[src/rtl/layer_scheduler_if.sv]
// Handshake and memory-control bundle between a layer sequencer and its
// requester/datapath: start/config in, MAC and SRAM strobes/addresses out.
interface layer_scheduler_if;
    logic        start;
    logic [7:0]  cfg_n_out;
    logic        busy;
    logic        done;
    logic [3:0]  in_addr;
    logic [11:0] w_addr;
    logic        mac_clr;
    logic        mac_en;
    logic        mid_we;
    logic [5:0]  mid_bank;
    logic [4:0]  mid_addr;

    modport master (
        output start, cfg_n_out,
        input  busy, done, in_addr, w_addr, mac_clr, mac_en,
               mid_we, mid_bank, mid_addr
    );

    modport slave (
        input  start, cfg_n_out,
        output busy, done, in_addr, w_addr, mac_clr, mac_en,
               mid_we, mid_bank, mid_addr
    );
endinterface

[src/rtl/layer_scheduler.sv]
// Sequences one fully-connected layer: per output neuron clear the MAC, stream
// N_IN input/weight rows, drain the MAC pipeline and write the activation.
module layer_scheduler #(
    parameter int N_IN    = 13,
    parameter int MAC_LAT = 1,
    parameter int N_BANK  = 64
) (
    input  logic               clk,
    input  logic               reset,
    layer_scheduler_if.slave   bus
);

    typedef enum logic [2:0] {IDLE, CLEAR, ACCUM, DRAIN, WRITE, FIN} state_t;

    state_t      state, state_nxt;
    logic [7:0]  n;
    logic [7:0]  n_total;
    logic [3:0]  k;
    logic [7:0]  dcnt;
    logic        last_k, last_d, last_n;
    logic [11:0] w_calc;
    logic [5:0]  bank_calc;
    logic [4:0]  row_calc;
    logic [3:0]  in_addr_hold;
    logic [11:0] w_addr_hold;
    logic [5:0]  bank_hold;
    logic [4:0]  row_hold;
    logic        accum_p1;

    assign last_k    = (k == 4'(N_IN - 1));
    assign last_d    = (dcnt == 8'(MAC_LAT));
    assign last_n    = (n == n_total - 8'd1);
    assign w_calc    = 12'(32'(n) * N_IN + 32'(k));
    assign bank_calc = 6'(32'(n) % N_BANK);
    assign row_calc  = 5'(32'(n) / N_BANK);

    always_ff @(posedge clk) begin
        if (reset) state <= IDLE;
        else       state <= state_nxt;
    end

    always_comb begin
        state_nxt = state;
        case (state)
            IDLE:    if (bus.start) state_nxt = (bus.cfg_n_out == 8'd0) ? FIN : CLEAR;
            CLEAR:   state_nxt = ACCUM;
            ACCUM:   if (last_k) state_nxt = DRAIN;
            DRAIN:   if (last_d) state_nxt = WRITE;
            WRITE:   state_nxt = last_n ? FIN : CLEAR;
            FIN:     state_nxt = IDLE;
            default: state_nxt = IDLE;
        endcase
    end

    // k parks on N_IN-1 after the last row so DRAIN/WRITE see a stable count
    always_ff @(posedge clk) begin
        if (reset) begin
            n       <= 8'd0;
            n_total <= 8'd0;
            k       <= 4'd0;
            dcnt    <= 8'd0;
        end else begin
            case (state)
                IDLE: if (bus.start) begin
                    n_total <= bus.cfg_n_out;
                    n       <= 8'd0;
                    k       <= 4'd0;
                end
                ACCUM: begin
                    dcnt <= 8'd0;
                    if (!last_k) k <= k + 4'd1;
                end
                DRAIN: dcnt <= dcnt + 8'd1;
                WRITE: if (!last_n) begin
                    n <= n + 8'd1;
                    k <= 4'd0;
                end
                default: ;
            endcase
        end
    end

    // stage p1: mac_en follows the synchronous SRAM read by one cycle
    always_ff @(posedge clk) begin
        if (reset) accum_p1 <= 1'b0;
        else       accum_p1 <= (state == ACCUM);
    end

    // address outputs hold their last driven value between active states
    always_ff @(posedge clk) begin
        if (reset) begin
            in_addr_hold <= 4'd0;
            w_addr_hold  <= 12'd0;
            bank_hold    <= 6'd0;
            row_hold     <= 5'd0;
        end else begin
            in_addr_hold <= bus.in_addr;
            w_addr_hold  <= bus.w_addr;
            bank_hold    <= bus.mid_bank;
            row_hold     <= bus.mid_addr;
        end
    end

    always_comb begin
        bus.busy     = 1'b0;
        bus.done     = 1'b0;
        bus.mac_clr  = 1'b0;
        bus.mid_we   = 1'b0;
        bus.mac_en   = accum_p1;
        bus.in_addr  = in_addr_hold;
        bus.w_addr   = w_addr_hold;
        bus.mid_bank = bank_hold;
        bus.mid_addr = row_hold;
        case (state)
            CLEAR: begin
                bus.busy    = 1'b1;
                bus.mac_clr = 1'b1;
            end
            ACCUM: begin
                bus.busy    = 1'b1;
                bus.in_addr = k;
                bus.w_addr  = w_calc;
            end
            DRAIN: bus.busy = 1'b1;
            WRITE: begin
                bus.busy     = 1'b1;
                bus.mid_we   = 1'b1;
                bus.mid_bank = bank_calc;
                bus.mid_addr = row_calc;
            end
            FIN:     bus.done = 1'b1;
            default: ;
        endcase
    end

endmodule

[src/flat_wrapper.sv]
// flat-port wrapper written by rule: the top's interface ports become plain ports
module layer_scheduler_flat 
#(
    parameter int N_IN    = 13,
    parameter int MAC_LAT = 1,
    parameter int N_BANK  = 64
)
  (clk, reset, bus_start, bus_cfg_n_out, bus_busy, bus_done, bus_in_addr, bus_w_addr, bus_mac_clr, bus_mac_en, bus_mid_we, bus_mid_bank, bus_mid_addr);
  layer_scheduler_if bus_i ();
  input  logic clk;
  input  logic reset;
  input wire logic [$bits(bus_i.start)-1:0] bus_start;
  input wire logic [$bits(bus_i.cfg_n_out)-1:0] bus_cfg_n_out;
  output wire logic [$bits(bus_i.busy)-1:0] bus_busy;
  output wire logic [$bits(bus_i.done)-1:0] bus_done;
  output wire logic [$bits(bus_i.in_addr)-1:0] bus_in_addr;
  output wire logic [$bits(bus_i.w_addr)-1:0] bus_w_addr;
  output wire logic [$bits(bus_i.mac_clr)-1:0] bus_mac_clr;
  output wire logic [$bits(bus_i.mac_en)-1:0] bus_mac_en;
  output wire logic [$bits(bus_i.mid_we)-1:0] bus_mid_we;
  output wire logic [$bits(bus_i.mid_bank)-1:0] bus_mid_bank;
  output wire logic [$bits(bus_i.mid_addr)-1:0] bus_mid_addr;
  assign bus_i.start = bus_start;
  assign bus_i.cfg_n_out = bus_cfg_n_out;
  assign bus_busy = bus_i.busy;
  assign bus_done = bus_i.done;
  assign bus_in_addr = bus_i.in_addr;
  assign bus_w_addr = bus_i.w_addr;
  assign bus_mac_clr = bus_i.mac_clr;
  assign bus_mac_en = bus_i.mac_en;
  assign bus_mid_we = bus_i.mid_we;
  assign bus_mid_bank = bus_i.mid_bank;
  assign bus_mid_addr = bus_i.mid_addr;
  layer_scheduler #(.N_IN(N_IN), .MAC_LAT(MAC_LAT), .N_BANK(N_BANK)) u_core (.clk(clk), .reset(reset), .bus(bus_i));
endmodule
[config.mk]
export PLATFORM = sky130hd
export DESIGN_NAME = layer_scheduler_flat
export DESIGN_NICKNAME = d
export VERILOG_FILES = /design/src/rtl/layer_scheduler_if.sv /design/src/rtl/layer_scheduler.sv /design/src/flat_wrapper.sv
export SDC_FILE = /design/constraint.sdc
export NUM_CORES = 1
export LEC_CHECK = 0
export CORE_MARGIN = 5
export CORE_UTILIZATION = 55
export CTS_CLUSTER_DIAMETER = 50
export DETAILED_ROUTE_END_ITERATION = 8
export HOLD_SLACK_MARGIN = 0.12
export PLACE_DENSITY = 0.8
export SLEW_MARGIN = 20
export SYNTH_ARGS = -nofsm -noshare
export SYNTH_HDL_FRONTEND = slang
export SYNTH_SLANG_ARGS = --single-unit
[constraint.sdc]
create_clock -name clk -period 5.75 [get_ports clk]
set_clock_uncertainty 0.2 [all_clocks]
set_input_delay 1.725 -clock clk [delete_from_list [all_inputs] [get_ports clk]]
set_output_delay 1.725 -clock clk [all_outputs]
set_load 0.01 [all_outputs]
==> summary.md <==
| Metric | Value |
|---|---|
| Flops & latches, synth | 59 |
| Yosys cell types | 52 |
| GP Congestion | 0.855 |
| Vias | about 3.2k |
| DP Area | 4080 um^2 |
| Clock Latency Late Sink | 0.34 ns |
| Hold_ws | 0.264 ns |
| Pins over their slew limit | 0 |
| DR vias/cell | between 5 and 6 |
| Layout Cells excl Fill | 559 |
| # fillers | approximately 550 |
| CTS root buffer | clkbuf_8 |
| Fmax | 179 MHz |
| Starting Density | 56.6% |
| Die Wd | 91.1 um |
| Die area | 8300 um^2 |
| Startpoint Class | flip-flop |
| Final period utilization | 97.3% |
| Core Region | 6390 um^2 |
| Fin nets | 532 |
| Number of synthesis warnings | 0 |
| Placed cells | 543 |
| Detailed placer's ending HPWL | 5450 um |
| # diodes | 0 |
| First-pass GRT wire length | 13000 um |
| Post-route ant nets | 0 |
| Total power | 898 uW |
| Number of global-route vias before repair | 3016 |
| Sequential share of the synthesized area | about a third |
| Final worst-path setup slack | 0.154 ns |
| Layout area overhead | 18.9% |
| Chip height | a little over 90 um |
| Cts hold-fix bufs | 0 |
| Iteration count of the initial detailed-routing pass | 4 |
| Max-cap viol count | 0 |
| Net Count, Synth | between 400 and 500 |
| Worst endpoint required time | 3.83 ns |
| Pwr Density | 209 nW/um^2 |
| CP Capture Type | output port |
| Final setup viols | 0 |
| CTS Buffer Depth | 2 |
| Top FF cell, synth | dfxtp_1 |
| Site Rows | 29 |
| TritonCTS sink count | 59 |
| Finished Core Util | 67.4% |
| Design Area, Final | 4300 um^2 |
| Ratio of cells with drive above 1 in the final layout | a little over 7% |
| Initial antenna violation count | 0 |
| Syn avg cell area | 8.26 um^2 |
| Largest net degree at the start of global routing | 57 |
| Port buffer count | 42 |
| WL/cell | 13.6 um |
| Number of synthesized flops with an enable pin | 0 |
| Leakage | about 1.8 nW |
| Min Tclk post-route | 5.60 ns |
| R2R Setup Slk | between 2 and 2.5 ns |
| Unrepaired setup endpoints after global routing | false |
| Routed wire length | 7580 um |
| Starting DRT DRC Count | 135 |
| Residual overflow from global routing | 0 |
| Worst Hold Class | reg -> reg |
| CP arrival | 3.67 ns |
| Least-Margin Pin Slew | 1.02 ns |
| Final Hold Fails | 0 |
| Max VDD drop | roughly 200 uV |
| Asr flop ratio synth | 0% |
| Worst-path fanout max | 7 |
| # H-tree levels | 3 |
| Total Neg Setup Slack | 0 ns |
| Pre-CTS setup slack | 0.252 ns |
| Crit path kind | reg -> out |
| Post-Synthesis Cell Area | 3620 um^2 |
| Relative slew margins | 32.2% |
| Clock transition at path regs | 0.06 ns |
| CTS tree | built |
| IO Pins | 43 |
| Drc violations | 0 |
| Gr usage total | a little under a fifth |
| Syn Inst Count | 438 |
| Outcome | finished clean |
| CTS Buf Count | 9 |
metal layers:
| layer | global-route usage [%] | up-vias | routed length (um) |
|---|---|---|---|
| li1 | - | 1595 | - |
| met4 | 5.62 | 0 | 57 |
| met1 | 21.7 | 1509 | 3360 |
| met3 | 5.37 | 4 | 368 |
| met2 | 32.8 | 57 | 3790 |
| met5 | 0 | - | 0 |
logic make-up (layout without fill, tap and decap cells):
group,after synthesis,in the layout,synth area share [%]
adder cells (fa/ha/maj),43,43,16.1
AO/OA/AOI/OAI,87,87,14.1
buffers and inverters,41,85,4.46
AND/OR/NAND/NOR,181,181,25.9
flip-flops,59,59,32.7
multiplexers,4,4,1.14
XOR/XNOR,23,23,5.57
cell usage in the layout, fill, tap and decap left out, types with 4 or more instances in the layout:
cell              n
nor4_1            4
nand2_1          70
o31ai_1           4
nand3_1           9
dfxtp_2           4
buf_4             5
o21ai_0          17
or3_1             9
fa_1              6
nand3b_1          5
a21oi_1          35
inv_1            23
clkbuf_8         11
dfxtp_1          55
nor3_1           10
xnor2_1           9
o21ai_1          11
and2_1            4
nor2_1           18
clkdlybuf4s50_1  40
xor2_1           14
nor2b_1          25
ha_1             37
report_power, final:
group | total [mW] | internal, mW | switching [mW]
Clock | 0.376 | 0.221 | 0.155
Combinational | 0.0952 | 0.0392 | 0.0560
Sequential | 0.427 | 0.416 | 0.0108
Total | 0.898 | 0.676 | 0.222
flip-flops by register name, summed over array words and instances (netlist names):
name / flops
u_core.bank_hold: 6
u_core.bus.mac_en: 1
u_core.dcnt: 8
u_core.in_addr_hold: 4
u_core.k: 4
u_core.n: 8
u_core.n_total: 8
u_core.row_hold: 5
u_core.state: 3
u_core.w_addr_hold: 12
cell usage after synthesis (all sizes together) (2+ instances only):
| master | count | share of area, % |
|---|---|---|
| nand2 | 70 | 7.3 |
| dfxtp | 59 | 33 |
| ha | 37 | 13 |
| a21oi | 35 | 4.8 |
| o21ai | 28 | 3.9 |
| nor2b | 25 | 4.3 |
| inv | 23 | 2.4 |
| nor2 | 19 | 2.0 |
| clkbuf | 14 | 1.5 |
| xor2 | 14 | 3.4 |
| nor3 | 11 | 1.7 |
| nand3 | 9 | 1.2 |
| or3 | 9 | 1.6 |
| xnor2 | 9 | 2.2 |
| fa | 6 | 3.3 |
| nand3b | 5 | 1.0 |
| nor4 | 5 | 1.3 |
| and2 | 4 | 0.69 |
| buf | 4 | 0.62 |
| o31ai | 4 | 0.83 |
| a21o | 3 | 0.62 |
| mux2i | 3 | 0.83 |
| nand2b | 3 | 0.52 |
| nand4 | 3 | 0.52 |
| nor3b | 3 | 0.62 |
| or2 | 3 | 0.52 |
| or4 | 3 | 0.62 |
| a211oi | 2 | 0.41 |
| and3 | 2 | 0.35 |
| and3b | 2 | 0.48 |
| nor4b | 2 | 0.48 |
| o211ai | 2 | 0.41 |
| o21a | 2 | 0.41 |
| o31a | 2 | 0.48 |
critical path, stage by stage, from the launching register on:
cell and delay, ns:
dfxtp_2 0.37, ha_1 0.29, inv_1 0.05, fa_1 0.50
inv_1 0.04, ha_1 0.28, ha_1 0.36, nand3_1 0.11
a21oi_1 0.06, o31a_1 0.33, nor2_1 0.14, mux2i_1 0.25
nand2_1 0.08, clkdlybuf4s50_1 0.48
timing repair:
action | CTS | global route
gates resized for setup | 3 | 6
buffers inserted | 0 | 1
setup endpoints to repair | 1 | 4
pin swaps | 0 | 1
worst paths after layout:
path / start / endpoint / cells after the start
max reg2reg: u_core.n[3] / u_core.w_addr_hold[9] / 13
min: u_core.w_addr_hold[0] / u_core.w_addr_hold[0] / 2
max: u_core.n[3] / bus_w_addr[9] / 13
min reg2reg: u_core.w_addr_hold[0] / u_core.w_addr_hold[0] / 2
layout make-up:
type	count	area, um^2	share of cell area, %
multi-input combinational	338	2290	53.2
sequential	59	1190	27.6
timing repair buffer	47	452	10.5
clock buffer	13	159	3.69
tap	77	96.3	2.24
inverter	23	86.3	2.01
clock inverter	2	35.0	0.814
Note: power is estimated with default switching activity, not from simulation.
